[src/rtl/adpll_counter_pkg.sv]
// adpll_counter_pkg: count-instruction and mode encodings plus a clog2 helper shared by sat_updown_counter.
package adpll_counter_pkg;
  typedef enum logic [1:0] {DISABLE = 2'b00, COUNT_UP = 2'b01, COUNT_DOWN = 2'b10} count_instr_e;
  typedef enum logic {MODE_SAT = 1'b0, MODE_WRAP = 1'b1} count_mode_e;
  function automatic int clog2(input int v);
    int r = 0;
    while ((1 << r) < v) r++;
    return r;
  endfunction
endpackage

[src/rtl/leak_timer.sv]
// leak_timer: emits a one-cycle tick after PERIOD enabled cycles; present only when SAT_UPDOWN_LEAK_EN is defined.
module leak_timer
  import adpll_counter_pkg::*;
#(
  parameter int PERIOD = 256
) (
  input  logic clk,
  input  logic rst,
  input  logic enable,
  input  logic restart,
  output logic tick
);
  localparam int TW = clog2(PERIOD) + 1;
  localparam logic [TW-1:0] LAST = TW'(PERIOD - 1);
  logic [TW-1:0] t_q, t_d;
  always_comb begin
    tick = enable && !restart && t_q == LAST;
    t_d = (restart || tick) ? '0 : enable ? t_q + 1'b1 : t_q;
  end
  always_ff @(posedge clk or posedge rst)
    if (rst) t_q <= '0;
    else t_q <= t_d;
endmodule

[src/rtl/sat_updown_counter.sv]
// sat_updown_counter: signed up/down accumulator with symmetric saturation or wrap, load, limit flags and sticky clamp flag.
// Define SAT_UPDOWN_LEAK_EN to let idle, non-zero counts leak one step toward zero every LEAK_PERIOD cycles.
module sat_updown_counter
  import adpll_counter_pkg::*;
#(
  parameter int WIDTH       = 20,
  parameter int STEP_WIDTH  = 4,
  parameter int LEAK_PERIOD = 256
) (
  input  logic                    fpga_clk_i,
  input  logic                    reset_i,
  input  logic                    clear_i,
  input  logic                    load_i,
  input  logic signed [WIDTH-1:0] load_val_i,
  input  logic [1:0]              count_instr_i,
  input  logic [STEP_WIDTH-1:0]   step_i,
  input  logic [WIDTH-2:0]        limit_i,
  input  logic                    wrap_mode_i,
  input  logic                    sticky_clr_i,
  output logic signed [WIDTH-1:0] counter_val_o,
  output logic                    at_max_o,
  output logic                    at_min_o,
  output logic                    sat_sticky_o
);
  localparam int EW = WIDTH + 2;
  localparam logic signed [EW-1:0] ONE = EW'(1);
  if (LEAK_PERIOD < 1) begin : g_bad_period
    $error("LEAK_PERIOD must be >= 1");
  end
  logic signed [WIDTH-1:0] count_q, count_d;
  logic at_max_q, at_max_d, at_min_q, at_min_d, sticky_q, sticky_d;
  logic signed [EW-1:0] cnt_x, step_x, lim_x, neg_lim_x, load_x, sum_x, base_x, next_x;
  logic up, dn, sat, hi, lo, tick;
  assign up = count_instr_i == COUNT_UP;
  assign dn = count_instr_i == COUNT_DOWN;
  assign sat = wrap_mode_i == MODE_SAT;
`ifdef SAT_UPDOWN_LEAK_EN
  leak_timer #(.PERIOD(LEAK_PERIOD)) u_leak (
    .clk    (fpga_clk_i),
    .rst    (reset_i),
    .enable (!up && !dn && !load_i && !clear_i && count_q != '0),
    .restart(up || dn || load_i || clear_i),
    .tick   (tick)
  );
`else
  assign tick = 1'b0;
`endif
  always_comb begin
    cnt_x     = {{2{count_q[WIDTH-1]}}, count_q};
    step_x    = {{(EW - STEP_WIDTH){1'b0}}, step_i};
    lim_x     = {3'b000, limit_i};
    neg_lim_x = -lim_x;
    load_x    = {{2{load_val_i[WIDTH-1]}}, load_val_i};
    // a leak tick only occurs on idle non-zero counts, so it never crosses zero
    sum_x     = tick ? (cnt_x[EW-1] ? cnt_x + ONE : cnt_x - ONE)
              : up ? cnt_x + step_x : dn ? cnt_x - step_x : cnt_x;
    base_x    = load_i ? load_x : sum_x;
    hi        = sat && base_x > lim_x;
    lo        = sat && base_x < neg_lim_x;
    count_d   = WIDTH'(clear_i ? '0 : hi ? lim_x : lo ? neg_lim_x : base_x);
    next_x    = {{2{count_d[WIDTH-1]}}, count_d};
    at_max_d  = next_x == lim_x;
    at_min_d  = next_x == neg_lim_x;
    sticky_d  = clear_i ? 1'b0 : (hi || lo) ? 1'b1 : sticky_clr_i ? 1'b0 : sticky_q;
  end
  always_ff @(posedge fpga_clk_i or posedge reset_i)
    if (reset_i) {count_q, at_max_q, at_min_q, sticky_q} <= '0;
    else {count_q, at_max_q, at_min_q, sticky_q} <= {count_d, at_max_d, at_min_d, sticky_d};
  assign counter_val_o = count_q;
  assign at_max_o      = at_max_q;
  assign at_min_o      = at_min_q;
  assign sat_sticky_o  = sticky_q;
endmodule

[config.mk]
export PLATFORM = sky130hd
export DESIGN_NAME = sat_updown_counter
export DESIGN_NICKNAME = d
export VERILOG_FILES = /design/src/rtl/adpll_counter_pkg.sv /design/src/rtl/leak_timer.sv /design/src/rtl/sat_updown_counter.sv
export SDC_FILE = /design/constraint.sdc
export NUM_CORES = 1
export LEC_CHECK = 0
export CAP_MARGIN = 20
export CORE_UTILIZATION = 35
export CTS_CLUSTER_DIAMETER = 100
export DETAILED_ROUTE_END_ITERATION = 12
export PLACE_DENSITY = 0.58
export SYNTH_ARGS = -nofsm -noshare
export SYNTH_HDL_FRONTEND = slang
export SYNTH_SLANG_ARGS = --single-unit
[constraint.sdc]
create_clock -name fpga_clk_i -period 6.8 [get_ports fpga_clk_i]
set_clock_uncertainty 0.05 [all_clocks]
set_input_delay 1.7 -clock fpga_clk_i [delete_from_list [all_inputs] [get_ports fpga_clk_i]]
set_output_delay 1.7 -clock fpga_clk_i [all_outputs]
set_load 0.01 [all_outputs]
After elaboration in Yosys (flattened, before gate mapping)
Cells that the tools add are included.
{"block": "totals", "ff_bits": 23, "input_bits": 51, "elab_cells": 27}
{"block": "classes", "n_addsub": 3, "n_lt_le_gt_ge": 2, "n_eq_ne": 4, "mux": 9, "n_bitwise": 1, "n_reduce_logical": 4}
{"operator": "22-bit 2-to-1 mux", "n": 3}
{"operator": "20-bit 2-to-1 mux", "n": 3}
{"operator": "20-bit by 22-bit equality test with 1-bit output", "n": 1}
{"operator": "22-bit by 20-bit greater-than comparator with 1-bit output", "n": 1}
{"operator": "22-bit less-than comparator", "n": 1}
{"operator": "19-bit negation with 22-bit output", "n": 1}
{"operator": "20-bit by 5-bit adder with 21-bit output", "n": 1}
{"operator": "20-bit by 5-bit subtractor with 21-bit output", "n": 1}
{"operator": "20-bit equality test", "n": 1}
{"operator": "1-bit 2-to-1 mux", "n": 3}
{"operator": "3-bit nonzero test", "n": 1}
{"operator": "2-bit by 1-bit equality test with 1-bit output, second input constant", "n": 1}
{"operator": "2-bit equality test, second input constant", "n": 1}
{"operator": "1-bit logical AND", "n": 2}
{"operator": "1-bit logical OR", "n": 1}
{"operator": "1-bit inverter", "n": 1}

Longest topological paths before layout
Gate-level depths: netlist of the first run.
{"block": "logic_depth", "word_depth": 10, "ltp_mapped": 23, "depth_no_buf": 20}

Worst setup path after synthesis of the first run
Ideal clock, no wire load.
{"block": "synth_timing", "path_kind": "input to register", "start": "in step_i[3]", "end": "reg at_min_q, in the netlist at_min_o", "setup_ns": 0.101, "t_arrival_ns": 6.303, "t_required_ns": 6.649, "path_slack_ns": 0.346, "stages": 20, "path_buffers": 2, "cell_sequence": "inv_1 ha_1 clkbuf_1 nor2b_1 or3_1 and3_1 or4_1 o211a_1 ha_1 and4_1 nand4_1 a31oi_1 nor4_1 or4_1 clkbuf_1 nand2_2 nor2_1 a2111o_1 or4_1 nor4_1"}
{"block": "synth_via", "elab_chain_len": 10, "word_cells_on_any_way": 13, "cone_classes": "add/sub: 2; order compare: 2; eq/ne: 1; mux: 6; reduce/logical: 2"}
{"item": "from (decl)", "line": "sat_updown_counter.sv:16", "text": "input logic [STEP_WIDTH-1:0] step_i,"}
{"item": "20-bit by 5-bit subtractor with 21-bit output", "line": "sat_updown_counter.sv:56", "text": ": up ? cnt_x + step_x : dn ? cnt_x - step_x : cnt_x;"}
{"item": "22-bit 2-to-1 mux", "line": "sat_updown_counter.sv:56"}
{"item": "22-bit 2-to-1 mux *", "line": "sat_updown_counter.sv:56"}
{"item": "22-bit 2-to-1 mux *", "line": "sat_updown_counter.sv:57", "text": "base_x = load_i ? load_x : sum_x;"}
{"item": "22-bit less-than comparator", "line": "sat_updown_counter.sv:59", "text": "lo = sat && base_x < neg_lim_x;"}
{"item": "1-bit logical AND", "line": "sat_updown_counter.sv:59"}
{"item": "20-bit 2-to-1 mux", "line": "sat_updown_counter.sv:60", "text": "count_d = WIDTH'(clear_i ? '0 : hi ? lim_x : lo ? neg_lim_x : base_x);"}
{"item": "20-bit 2-to-1 mux * (2 in series)", "line": "sat_updown_counter.sv:60"}
{"item": "20-bit by 22-bit equality test with 1-bit output *", "line": "sat_updown_counter.sv:63", "text": "at_min_d = next_x == neg_lim_x;"}
{"item": "via at_min_d", "line": "sat_updown_counter.sv:31", "text": "logic at_max_q, at_max_d, at_min_q, at_min_d, sticky_q, sticky_d;"}
{"item": "to (signal assigned)", "line": "sat_updown_counter.sv:68", "text": "else {count_q, at_max_q, at_min_q, sticky_q} <= {count_d, at_max_d, at_min_d, sticky_d};"}
{"item": "to (decl)", "line": "sat_updown_counter.sv:31"}
The timed path passes the listed nets; every way through them passes the cells marked *.
A chain may end at the register's enable or synchronous reset.

Final worst setup path of the first run
{"block": "layout_timing", "start": "in count_instr_i[0]", "end": "reg at_min_q, in the netlist at_min_o"}
{"block": "layout_via", "elab_chain_len": 10, "word_cells_on_any_way": 13, "cone_classes": "order compare: 2; eq/ne: 3; mux: 6; reduce/logical: 2"}
{"item": "from (decl)", "line": "sat_updown_counter.sv:15", "text": "input logic [1:0] count_instr_i,"}
{"item": "2-bit equality test", "line": "sat_updown_counter.sv:35", "text": "assign dn = count_instr_i == COUNT_DOWN;"}
{"item": "22-bit 2-to-1 mux", "line": "sat_updown_counter.sv:56"}
{"item": "22-bit 2-to-1 mux *", "line": "sat_updown_counter.sv:56"}
{"item": "22-bit 2-to-1 mux *", "line": "sat_updown_counter.sv:57"}
{"item": "22-bit less-than comparator", "line": "sat_updown_counter.sv:59"}
{"item": "1-bit logical AND", "line": "sat_updown_counter.sv:59"}
{"item": "20-bit 2-to-1 mux", "line": "sat_updown_counter.sv:60"}
{"item": "20-bit 2-to-1 mux * (2 in series)", "line": "sat_updown_counter.sv:60"}
{"item": "20-bit by 22-bit equality test with 1-bit output *", "line": "sat_updown_counter.sv:63"}
{"item": "via at_min_d", "line": "sat_updown_counter.sv:31"}
Marked as above.

==> flow_summary_export.csv, run 1 <==
group,metric,value,unit
status,status,"finished, final reports clean",
layout,nets,1065,
pwr,p_seq_share,15.8,%
sta,whs,0.498,ns
cts,cts_tree,"done",
pwr,p_sw,0.584,mW
cts,cts_inserted_buffers,3,
sta,worst_pin_slew,0.917,ns
sta,period_needed,6.68,ns
worst_setup_path,cp-end-kind,"register",
synth,ys_types,77,
drt,highest_layer,"met4",
global_routing,grt_pass1_wl,38300,um
global_routing,grt-ovfl-total,0,
pwr,power_density,157,nW/um^2
layout,fin_util,58.0,%
pwr,p_total,1.28,mW
global_routing,antenna_found_initial,0,
layout,area_growth,60.3,%
floorplanning,coreArea,14000,um^2
synth,synthCells,716,
floorplanning,initial_core_util,36.2,%
global_routing,track_usage,34.2,%
pwr,switching_share,45.7,%
worst_setup_path,path_cells,"clkdlybuf4s50_1, buf_4, nor2b_1, buf_4, nor3_1, o32ai_1, nor2_1, ha_1, a21oi_2, o2111ai_1, a211o_1, o31ai_4, buf_6, buf_12, nor2_1, nand4_1, nand4_1, a2111o_1, or4_1, nor4_2",
pwr,p_leak,3.58,nW
layout,regArea,576,um^2
synth,synth_top_area_share,12.1,%
pwr,power_frac_comb,73.9,%
layout,fillers,1303,
placed_design,hpwl,20600,um
synth,async_flop_share,100,%
synth,yosysTopAreaCell,"ha_1",
drt,ant_nets,0,
sta,fmax,150,MHz
synth,synth_area,5080,um^2
synth,ys_top_cells_by_area,"ha_1, dfrtp_1, a21oi_1",
synth,synth_edf_count,0,
worst_setup_path,max_stage_delay,0.67,ns
worst_setup_path,cp-start-kind,"primary input",
worst_setup_path,path_max_fanout,7,
drt,wl_met2,11700,um
floorplanning,row_count,43,
cts,path_clk_slew,0.07,ns
sta,setup_viol,0,
synth,avgSynthCellArea,7.10,um^2
drt,viasPerCell,6.25,
cts,cts_root_buf,"clkbuf_16",
layout,layout-drive-gt1-share,32.3,%
sta,slew-limit-headroom,38.8,%
sta,period_share,98.2,%
placed_design,gp_congestion,1.01,
drt,wl_met1,11000,um
layout,antenna_cells,0,
floorplanning,die_h,123,um
cts,cts.sinks,23,
sta,hold_viol,0,
drt,post-route-drc-count,0,
cts,insertion_delay,0.26,ns
synth,synth-seq-area-share,11.3,%
worst_setup_path,criticalPathCategory,"primary input to register",
layout,final_cell_mix,"buf_4, clkdlybuf4s50_1, nor2_1, nand2_1, inv_1",
pwr,power.share.clock,10.3,%
worst_setup_path,cpMaxStageDelayCell,"o32ai_1",
drt,firstDrtPassIters,6,
layout,final_common_cell,"buf_4",
cts,clockBufferDepth,2,
drt,dr_total_vias,7140,
sta,slew_viol_final,0,
synth,synth_ff_type,"dfrtp_1",
drt,drt_wl_total,26200,um
synth,synth_nets,818,
drt,drt_iter0_markers,684,
layout,multiInputGateArea,4610,um^2
worst_setup_path,required,6.92,ns
global_routing,grt_pass1_vias,6712,
pwr,ir_worst_vdd,0.0000871,V
floorplanning,die_area,15000,um^2
global_routing,grt_start_max_net_pins,55,
floorplanning,die_x,123,um
pwr,p_int,0.694,mW
worst_setup_path,cp.arrival,6.80,ns
cts,h-tree-depth,1,
drt,wl_per_cell,23.0,um
placed_design,io_buffers,73,
drt,route.met3.wl,1680,um
synth,synth-seq-cells,23,
job,maxCapViolCount,0,
floorplanning,io_pins,74,
synth,ys_warn_count,0,
hold_path,hp-class,"register to register",
synthesized netlist by cell type (15+ instances only):
master,n
o21ai_0,30
nand3_1,20
and3_1,18
nor3_1,36
a21oi_1,46
ha_1,49
nand4_1,15
clkbuf_1,37
nor2_1,56
nor4_1,18
inv_1,49
xnor2_1,15
dfrtp_1,23
nand2_1,57
path summary, 6_finish.rpt:
check,start,endpoint,slack [ns],cells after the start
max in group asynchronous,reset_i,counter_val_o[10],4.24,2
worst min register to register,sat_sticky_o,sat_sticky_o,0.50,2
worst max-delay path,count_instr_i[0],at_min_o,0.12,20
min in group asynchronous,reset_i,at_min_o,1.90,2
worst max register to register,counter_val_o[7],at_min_o,1.37,20
worst min-delay path,sat_sticky_o,sat_sticky_o,0.50,2
cell type report:
| cell class | count | share of cell area [%] |
|---|---|---|
| repair buffers | 288 | 30.2 |
| inverters | 52 | 2.39 |
| clock buffers | 3 | 0.921 |
| flip-flops and latches | 23 | 7.06 |
| well taps | 180 | 2.76 |
| clock inverters | 1 | 0.0614 |
| multi-input cells | 595 | 56.6 |
metrics by stage:
step,setup slack [ns],setup TNS (ns),instances,area [um^2]
after floorplan,0.346,0,716,5080
after global placement,-0.635,-1.63,1108,7270
after detailed placement,-0.668,-1.52,1108,7270
after CTS,0.00525,0,1128,7670
after global routing,-0.0329,-0.0329,1142,8150
final,0.120,0,1142,8150
critical path, delay by kind of cell:
| family | cells | cell delay [ns] |
|---|---|---|
| AOI/OAI and AO/OA | 6 | 1.97 |
| adders and majority gates | 1 | 0.35 |
| buffers and inverters | 5 | 1.14 |
| and+or+nand+nor | 8 | 1.63 |
power groups by stage:
stage	clock, mW	combinational [mW]	sequential [mW]
floorplan	0	0.391	0.188
global placement	0	0.781	0.198
detailed placement	0	0.789	0.199
CTS	0.133	0.844	0.198
global route	0.137	1.00	0.204
finish	0.132	0.944	0.202
routing by layer:
metal	track usage [%]	vias up
li1	-	3231
met1	43.7	3385
met2	55.3	411
met3	2.97	113
met4	21.5	0
met5	0	-
state kept, by name (all words and copies together) (netlist names):
register       count
sat_sticky_o       1
counter_val_o     20
at_min_o           1
at_max_o           1
cells by family (layout without fill, tap and decap cells):
family          after synthesis  in the layout  share of synthesized area (%)
simple gates                297            297                           31.0
compound gates              213            213                           31.0
buf+inv                      98            344                           7.41
fa+ha+maj                    51             51                           12.8
flops                        23             23                           11.3
xor+xnor                     17             17                           2.93
mux                          17             17                           3.47
repair_timing:
| action | in CTS | in global routing |
|---|---|---|
| cloned | 0 | 2 |
| buffers inserted | 16 | 13 |
| endpoints found under the setup margin | 2 | 2 |
| gates resized for setup | 42 | 62 |
| pin swaps | 18 | 34 |
| hold buffers | 0 | 0 |
(Power assumes the default switching activity.)
==> run 2: changes to the inputs <==
--- a/config.mk
+++ b/config.mk
@@ -10,6 +10,7 @@
 export CTS_CLUSTER_DIAMETER = 100
 export DETAILED_ROUTE_END_ITERATION = 12
 export PLACE_DENSITY = 0.58
+export SKIP_CTS_REPAIR_TIMING = 1
 export SYNTH_ARGS = -nofsm -noshare
 export SYNTH_HDL_FRONTEND = slang
 export SYNTH_SLANG_ARGS = --single-unit
==> run 2 against run 1 <==
Cell count down 0.96%. Non-clock buffer count down 11. Critical path depth increased by 5. Sequential power barely moved. Critical endpoint unchanged. Global-route usage decreased by 0.75 points.
==> flow_summary_export.csv, run 2 (synthesis results as in run 1) <==
group,metric,value,unit
placed_design,gp_congestion,1.01,
placed_design,pre_cts_slack,-0.668,ns
drt,ant_nets,0,
floorplanning,io_pins,74,
worst_setup_path,criticalPathCategory,"primary input to register",
global_routing,grt_pass1_wl,37400,um
drt,firstDrtPassIters,7,
floorplanning,initial_core_util,36.2,%
layout,final_cell_mix,"buf_4, clkdlybuf4s50_1, nand2_1, nor2_1, inv_1",
layout,multiInputGateArea,4540,um^2
cts,cts.sinks,23,
drt,route.met3.wl,1860,um
layout,fin_util,56.6,%
layout,largest_reg_flops,20,
hold_path,hp-class,"register to register",
cts,insertion_delay,0.26,ns
cts,clockBufferDepth,2,
layout,area_growth,56.3,%
job,maxCapViolCount,0,
sta,worst_pin_slew,0.904,ns
layout,regArea,576,um^2
worst_setup_path,cp-end-kind,"register",
floorplanning,coreArea,14000,um^2
drt,wl_met1,10800,um
layout,fillers,1325,
sta,slew_viol_final,0,
layout,nets,1054,
status,status,"finished, final reports clean",
layout,layout-drive-gt1-share,30.9,%
sta,hold_viol,0,
drt,drt_wl_total,26000,um
global_routing,track_usage,33.5,%
sta,slew-limit-headroom,39.7,%
sta,period_needed,6.67,ns
cts,path_clk_slew,0.06,ns
global_routing,grt_start_max_net_pins,55,
drt,post-route-drc-count,0,
global_routing,grt-ovfl-total,0,
drt,wl_met2,11600,um
pwr,p_leak,3.52,nW
layout,final_common_cell,"buf_4",
cts,cts_inserted_buffers,3,
global_routing,antenna_found_initial,0,
floorplanning,die_x,123,um
drt,highest_layer,"met4",
drt,dr_total_vias,7066,
floorplanning,die_h,123,um
sta,period_share,98.1,%
cts,cts_root_buf,"clkbuf_16",
floorplanning,row_count,43,
pwr,ir_worst_vdd,0.0000869,V
cts,cts_tree,"done",
cts,h-tree-depth,1,
drt,wl_per_cell,23.0,um
sta,setup_viol,0,
sta,fmax,150,MHz
layout,antenna_cells,0,
global_routing,grt_pass1_vias,6562,
worst_setup_path,path_max_fanout,4,
pwr,p_total,1.24,mW
worst_setup_path,cp-start-kind,"primary input",
sta,setup_ws,0.126,ns
floorplanning,die_area,15000,um^2
drt,drt_iter0_markers,641,
sta,finalSetupTns,0,ns
drt,viasPerCell,6.25,
worst_setup_path,required,6.92,ns
sta,whs,0.497,ns
placed_design,hpwl,20600,um
placed_design,io_buffers,73,
worst_setup_path,cp.arrival,6.79,ns
pwr,power_density,156,nW/um^2
-- run 2: per-layer routing --
metal  vias to the layer above  global-route usage (%)
met1                      3355                    43.2
met2                       392                    55.2
met5                         -                       0
met3                       104                    2.42
li1                       3215                       -
met4                         0                    18.1
-- run 2: metrics by stage --
| step | cells | cell area, um^2 |
|---|---|---|
| floorplan | 716 | 5080 |
| global placement | 1108 | 7270 |
| detailed placement | 1108 | 7270 |
| CTS | 1112 | 7350 |
| global route | 1131 | 7950 |
| finish | 1131 | 7950 |
-- run 2: worst max-delay path, cell delays in order --
cell and delay, ns:
dlymetal6s2s_1 0.14, ha_2 0.20, inv_1 0.09, fa_2 0.24, nor3_2 0.06, or3_4 0.33, buf_4 0.16, and3_1 0.19
o21a_1 0.22, o31ai_4 0.35, ha_1 0.30, nand4_1 0.20, buf_4 0.15, inv_1 0.03, a211o_1 0.29, buf_4 0.15
o31ai_4 0.39, buf_6 0.16, buf_4 0.14, nor2_1 0.05, nand4_1 0.11, nand4_1 0.09, a2111o_1 0.30, or4_1 0.48
nor4_2 0.26
-- run 2: final cells by class --
class | count | share of cell area, %
inverters | 52 | 2.46
flip-flops and latches | 23 | 7.24
well taps | 180 | 2.83
multi-input cells | 595 | 57.1
repair buffers | 277 | 29.3
clock buffers | 3 | 0.945
clock inverters | 1 | 0.0630
-- run 2: power by group --
part           internal, mW  total [mW]  switching, mW
Sequential            0.155       0.201         0.0459
Combinational         0.434       0.907          0.473
Clock                0.0793       0.131         0.0519
Total                 0.669        1.24          0.571
-- run 2: final timing paths --
kind | slack, ns | depth (start not counted) | end | start
setup / recovery | 0.13 | 25 | at_min_o | step_i[0]
hold / removal | 0.50 | 2 | sat_sticky_o | sat_sticky_o
max in group asynchronous | 4.25 | 2 | counter_val_o[10] | reset_i
setup reg to reg | 1.28 | 24 | at_min_o | counter_val_o[0]
hold reg to reg | 0.50 | 2 | sat_sticky_o | sat_sticky_o
min in group asynchronous | 1.89 | 2 | counter_val_o[14] | reset_i
